$ cat src/rtl/sap1_pkg.sv
// Shared definitions for the SAP-1 control sequencer: T-state encoding,
// opcode constants and the bundled control-strobe word.
package sap1_pkg;

   typedef enum logic [2:0] {
      ST_T1   = 3'd0,
      ST_T2   = 3'd1,
      ST_T3   = 3'd2,
      ST_T4   = 3'd3,
      ST_T5   = 3'd4,
      ST_T6   = 3'd5,
      ST_HALT = 3'd7
   } t_state_e;

   localparam logic [3:0] OPC_LDA = 4'b0000;
   localparam logic [3:0] OPC_ADD = 4'b0001;
   localparam logic [3:0] OPC_SUB = 4'b0010;
   localparam logic [3:0] OPC_JMP = 4'b0011;
   localparam logic [3:0] OPC_OUT = 4'b1110;
   localparam logic [3:0] OPC_HLT = 4'b1111;

   typedef struct packed {
      logic mar_load;
      logic mar_sel;
      logic pc_inc;
      logic pc_load;
      logic ram_rd;
      logic ir_load;
      logic acc_load;
      logic acc_src;
      logic b_load;
      logic alu_sub;
      logic out_load;
      logic halted;
   } ctrl_t;

   // Instructions that fetch an operand from RAM in T4/T5.
   function automatic logic is_mem_op(input logic [3:0] op);
      return (op == OPC_LDA) || (op == OPC_ADD) || (op == OPC_SUB);
   endfunction

endpackage

$ cat src/rtl/seq_decode.sv
// Combinational decode of T-state and opcode into control strobes.
// Optional feature: define CTRL_JMP_EN to let JMP assert pc_load in T4.
module seq_decode
   import sap1_pkg::*;
(
   input  t_state_e    state,
   input  logic        run,
   input  logic [3:0]  opcode,
   output ctrl_t       ctrl
);

   always_comb begin
      ctrl = '0;
      unique case (state)
         ST_T1: begin
            ctrl.mar_load = run;
         end
         ST_T2: begin
            ctrl.pc_inc = 1'b1;
         end
         ST_T3: begin
            ctrl.ram_rd  = 1'b1;
            ctrl.ir_load = 1'b1;
         end
         ST_T4: begin
            ctrl.mar_load = is_mem_op(opcode);
            ctrl.mar_sel  = is_mem_op(opcode);
            ctrl.out_load = (opcode == OPC_OUT);
`ifdef CTRL_JMP_EN
            ctrl.pc_load  = (opcode == OPC_JMP);
`endif
         end
         ST_T5: begin
            ctrl.ram_rd   = is_mem_op(opcode);
            ctrl.acc_load = (opcode == OPC_LDA);
            ctrl.b_load   = (opcode == OPC_ADD) || (opcode == OPC_SUB);
         end
         ST_T6: begin
            // Accumulator takes the ALU result; acc_src only matters with acc_load.
            ctrl.acc_load = (opcode == OPC_ADD) || (opcode == OPC_SUB);
            ctrl.acc_src  = ctrl.acc_load;
            ctrl.alu_sub  = (opcode == OPC_SUB);
         end
         ST_HALT: begin
            ctrl.halted = 1'b1;
         end
         default: begin
            ctrl = '0;
         end
      endcase
   end

endmodule

$ cat src/rtl/control_sequencer.sv
// SAP-1 control sequencer: six-T-state instruction cycle with a HALT trap.
// Strobe decode lives in seq_decode; CTRL_JMP_EN enables JMP's pc_load.
module control_sequencer
   import sap1_pkg::*;
#(
   parameter int OPC_W = 4
) (
   input  logic             clk,
   input  logic             rst,
   input  logic             run,
   input  logic [OPC_W-1:0] opcode,
   output logic             mar_load,
   output logic             mar_sel,
   output logic             pc_inc,
   output logic             pc_load,
   output logic             ram_rd,
   output logic             ir_load,
   output logic             acc_load,
   output logic             acc_src,
   output logic             b_load,
   output logic             alu_sub,
   output logic             out_load,
   output logic             halted,
   output logic [2:0]       t_state
);

   t_state_e state_q;
   t_state_e state_d;
   ctrl_t    ctrl;

   always_ff @(posedge clk) begin
      if (rst) begin
         state_q <= ST_T1;
      end else begin
         state_q <= state_d;
      end
   end

   // run only gates the T1 -> T2 step; once started an instruction completes.
   always_comb begin
      state_d = ST_T1;
      unique case (state_q)
         ST_T1:   state_d = run ? ST_T2 : ST_T1;
         ST_T2:   state_d = ST_T3;
         ST_T3:   state_d = ST_T4;
         ST_T4:   state_d = (opcode == OPC_HLT) ? ST_HALT : ST_T5;
         ST_T5:   state_d = ST_T6;
         ST_T6:   state_d = ST_T1;
         ST_HALT: state_d = ST_HALT;
         default: state_d = ST_T1;
      endcase
   end

   seq_decode u_decode (
      .state  (state_q),
      .run    (run),
      .opcode (opcode),
      .ctrl   (ctrl)
   );

   assign mar_load = ctrl.mar_load;
   assign mar_sel  = ctrl.mar_sel;
   assign pc_inc   = ctrl.pc_inc;
   assign pc_load  = ctrl.pc_load;
   assign ram_rd   = ctrl.ram_rd;
   assign ir_load  = ctrl.ir_load;
   assign acc_load = ctrl.acc_load;
   assign acc_src  = ctrl.acc_src;
   assign b_load   = ctrl.b_load;
   assign alu_sub  = ctrl.alu_sub;
   assign out_load = ctrl.out_load;
   assign halted   = ctrl.halted;
   assign t_state  = state_q;

endmodule

$ cat config.mk
export PLATFORM = sky130hd
export DESIGN_NAME = control_sequencer
export DESIGN_NICKNAME = d
export VERILOG_FILES = /design/src/rtl/sap1_pkg.sv /design/src/rtl/seq_decode.sv /design/src/rtl/control_sequencer.sv
export SDC_FILE = /design/constraint.sdc
export NUM_CORES = 1
export LEC_CHECK = 0
export CORE_AREA = 10 10 47 49
export CTS_CLUSTER_SIZE = 10
export DETAILED_ROUTE_END_ITERATION = 12
export DIE_AREA = 0 0 57 59
export SYNTH_ARGS = -nofsm -noshare
export SYNTH_HDL_FRONTEND = slang
export SYNTH_HIERARCHICAL = 1
export SYNTH_SLANG_ARGS = --single-unit
export TNS_END_PERCENT = 10
$ cat constraint.sdc
create_clock -name clk -period 2.35 [get_ports clk]
set_input_delay 0.705 -clock clk [delete_from_list [all_inputs] [get_ports clk]]
set_output_delay 0.705 -clock clk [all_outputs]
set_load 0.01 [all_outputs]
## After elaboration in Yosys (flattened, before gate mapping)

Cells that the tools add are included.

| storage, ports and cells | value |
|---|---|
| register bits after elaboration | 3 |
| input bits | 7 |
| output and inout bits | 15 |
| logic and storage cells | 30 |

| cells by class | value |
|---|---|
| eq/ne operators | 10 |
| mux-type cells | 14 |
| reductions and logical operators | 5 |

Operators by type and width:

| cell | number |
|---|---|
| $pmux W3 S6 | 1 |
| $eq A3 B3 Y1 const B | 3 |
| $mux W1 | 9 |
| $eq A4 B4 Y1 const B | 2 |
| $eq A3 B2 Y1 const B | 2 |
| $pmux W1 S2 | 3 |
| $eq A4 B1 Y1 const B | 1 |
| $eq A4 B2 Y1 const B | 1 |
| $logic_not A4 Y1 | 1 |
| $eq A3 B1 Y1 const B | 1 |
| $logic_not A3 Y1 | 1 |
| $logic_or A1 B1 Y1 | 3 |
| $mux W2 | 1 |

## Longest topological paths before layout

| logic depth | value |
|---|---|
| depth in word-level cells | 4 |
| depth in mapped cells | 4 |
| gate-level depth less buffers | 3 |

## By module

Netlist, hierarchy kept.

Modules (own cells, without submodules):

| module | instances | area an instance (um^2) | cells each | seq. area each (um^2) |
|---|---|---|---|---|
| seq_decode | 1 | 186.4 | 26 | 0.0 |
| control_sequencer | 1 | 150.1 | 17 | 60.1 |

## Worst setup path after synthesis

No wires, ideal clock.

| path | value |
|---|---|
| path kind | input port to output port |
| from | input opcode[0] |
| to | output ram_rd |
| data arrival time | 1.275 ns |
| required time | 1.645 ns |
| setup slack | 0.370 ns |
| cell stages on the path | 3 |
| path buffers | 0 |
| cells stage by stage | a211oi_2 > nand3b_1 > a21oi_1 |

| on the way | value |
|---|---|
| longest elaborated chain between the ends | 4 |
| elaborated cells between the ends (all ways) | 6 |
| classes of those cells | eq/ne: 2; mux: 1; reduce/logical: 3 |

Ends and longest elaborated chain:

| what | RTL line | RTL |
|---|---|---|
| start: declaration | control_sequencer.sv:11 | `input logic [OPC_W-1:0] opcode,` |
| $eq A4 B1 Y1 / $logic_not A4 Y1 (equally long branches) | sap1_pkg.sv:39 | `return (op == OPC_LDA) \|\| (op == OPC_ADD) \|\| (op == OPC_SUB);` |
| $logic_or A1 B1 Y1 | sap1_pkg.sv:39 |  |
| $logic_or A1 B1 Y1 * | sap1_pkg.sv:39 |  |
| $pmux W1 S2 * | seq_decode.sv:14 | `unique case (state)` |
| end: declaration | control_sequencer.sv:16 | `output logic ram_rd,` |

Mark *: on every way between the ends. The rest lies on a longest branch, timed or not.

## Final worst setup path

| path | value |
|---|---|
| from | register state_q[0] (netlist: t_state[0]) |
| to | output halted |

| on the way | value |
|---|---|
| longest elaborated chain between the ends | 2 |

Ends and longest elaborated chain:

| what | RTL line | RTL |
|---|---|---|
| start: declaration | control_sequencer.sv:27 | `t_state_e state_q;` |
| start signal: assignment | control_sequencer.sv:35 | `state_q <= state_d;` |
| $eq A3 B3 Y1 | seq_decode.sv:14 |  |
| $mux W1 | seq_decode.sv:14 |  |
| end: declaration | control_sequencer.sv:23 | `output logic halted,` |

No other way between the ends.

==> flow_summary.yaml <==
clock_network:
  insertion_delay_ns: 0.24
  postCtsSetupRepairBufs: 0
  path_clk_slew_ns: 0.04
  cts_buffer_depth: 2
  cts.sinks: 3
  cts_tree: "built"
  postCtsHoldBufs: 0
  cts-htree-levels: 1
  clock-root-buffer: "clkbuf_4"
  cts_buffers: 3
route:
  wl_per_cell_um: 12.6
  ant_nets: 0
  drc: 0
  routed_wl_um: 1110
  vias_per_cell: 4.64
  vias: 408
  drt_iter0_drc: 3
  first_pass_iters: 3
yosys:
  synth_cells: 43
  yosys_warnings: 6
  synthArstFlopShare_pct: 0
  ys_seq_area_share_pct: 17.8
  syn_nets: 50
  synth_area_sq_um: 337
  ys.flop_type: "dfxtp_1"
  yosys.cell_types.count: 26
  ys_ff_latch: 3
  synth.avg_cell_area_sq_um: 7.83
  synth_edf_count: 0
timing:
  holdWs_ns: 0.602
  period_needed_ns: 2.25
  fin_worst_skew_ns: 0.00844
  fmax_mhz: 444
  finalHoldViolCount: 0
  setup_violations: 0
  post-route-period-util_pct: 95.8
  finalSetupTns_ns: 0
  rsz0062_at_grt: "false"
  final_max_slew_viol_count: 0
floorplan:
  start_util_pct: 24.0
  dieArea_sq_um: 3360
  die_width_um: 57
  coreArea_sq_um: 1400
  rows: 14
  io_pins: 22
  fp.dieH_um: 59
placed_design:
  port_buffers: 20
  place_area_sq_um: 597
  dp_cells: 84
  dp_hpwl_um: 891
  globalplace.congestion: 0.713
layout:
  syn_to_final_growth_pct: 72.5
  antenna_cells: 0
  drive_gt1_share_pct: 43.1
  utilization_pct: 41.4
  fillers: 158
  fin_area_sq_um: 581
  largest_register_ffs: 3
  nets: 80
  instances_no_fill: 88
worst_hold_path:
  hold_depth: 2
  hp-class: "reg -> reg"
  min_from: "t_state[1]"
setup_path:
  worstSetupPathType: "reg -> out"
  worstSetupStartpoint: "t_state[0]"
  cp.arrival_ns: 1.55
  r2r_slack_ns: 1.25
  ff2ff_path_depth: 4
  crit_path_max_fanout: 11
  setup.worst_path.start_class: "flip-flop"
  crit_required_ns: 1.64
  cp-end-kind: "output pin"
  crit-reg2reg-launch: "t_state[0]"
global_routing:
  track_usage_pct: 6.44
  grt_start_max_net_pins: 13
  grt_pass1_vias: 400
  grt_overflow: 0
  grt_pass1_wl_um: 1840
  antenna_found_initial: 0
power_and_ir_drop:
  worst_ir_drop_vdd_v: 0.000412
  p_per_area_nw_per_um2: 450
  p_leak_nw: 0.284
run_status:
  outcome: "completed"
run:
  max_cap_violations: 0
## kinds of logic after synthesis
| kind of cell | count (synthesis) | synth area share [%] |
|---|---|---|
| buf+inv | 3 | 4.83 |
| other cells | 1 | 1.11 |
| flops | 3 | 17.8 |
| compound gates | 8 | 16.4 |
| simple gates | 26 | 54.6 |
| xor+xnor | 2 | 5.21 |
## worst paths after layout
check	to
min	t_state[2]
max reg2reg	t_state[1]
max	halted
min reg2reg	t_state[2]
## repair_timing
item,4_1_cts,5_1_grt
hold endpoints to repair,0,0
endpoints found under the setup margin,10,7
resized for setup,47,8
pin swaps,5,3
## synth_stat cells, types with 2 or more instances
cell type	instances	area (sq um)
nor3b_1	2	15.0
nand2_1	4	15.0
a21oi_1	2	10.0
and3_1	3	18.8
xor2_1	2	17.5
nand3b_1	3	22.5
a31oi_1	2	12.5
dfxtp_1	3	60.1
nor2_1	5	18.8
## where the power goes
group,internal [W],total [W],switching [W]
clock,0.0000637,0.0000921,0.0000283
combinational,0.0000524,0.0000980,0.0000456
sequential,0.0000573,0.0000714,0.0000141
total,0.000173,0.000261,0.0000880
## metrics by stage
| step | power, W | setup WS [ns] |
|---|---|---|
| after floorplan | 0.000114 | 0.370 |
| after global placement | 0.000176 | -0.702 |
| after detailed placement | 0.000177 | -0.687 |
| after CTS | 0.000271 | -0.124 |
| after global routing | 0.000285 | 0.00917 |
| final | 0.000261 | 0.0983 |
## worst max-delay path, cell delays in order (launching register included)
cell and delay (ns):
dfxtp_2 0.43, buf_4 0.19, and3_1 0.15, clkdlybuf4s50_1 0.53
## routing by layer
layer  share of wire, %  GRT usage [%]  vias up
li1                   -              -      214
met1                 52           7.98      173
met2                 36           8.68       21
met3                 12           4.08        0
met4                  0           2.35        0
met5                  0              0        -
## area by class of cell
class	instances	area [sq um]	share of cell area, %
inverter	1	3.75	0.647
timing repair buffer	27	198	34.1
multi-input combinational	37	270	46.6
sequential	3	62.6	10.8
tap	16	20.0	3.45
clock buffer	4	26.3	4.53
## placed cells by master, fill, tap and decap left out, drive strengths merged, types with 3 or more instances in the layout
| master | synthesis | routed |
|---|---|---|
| and3 | 3 | 3 |
| dfxtp | 3 | 3 |
| nor2 | 5 | 5 |
| clkdlybuf4s50 | 0 | 6 |
| clkbuf | 0 | 4 |
| nand3b | 3 | 3 |
| nor3b | 3 | 3 |
| buf | 2 | 19 |
| nand2 | 4 | 4 |
No activity file was read; power rests on OpenSTA's default activity.
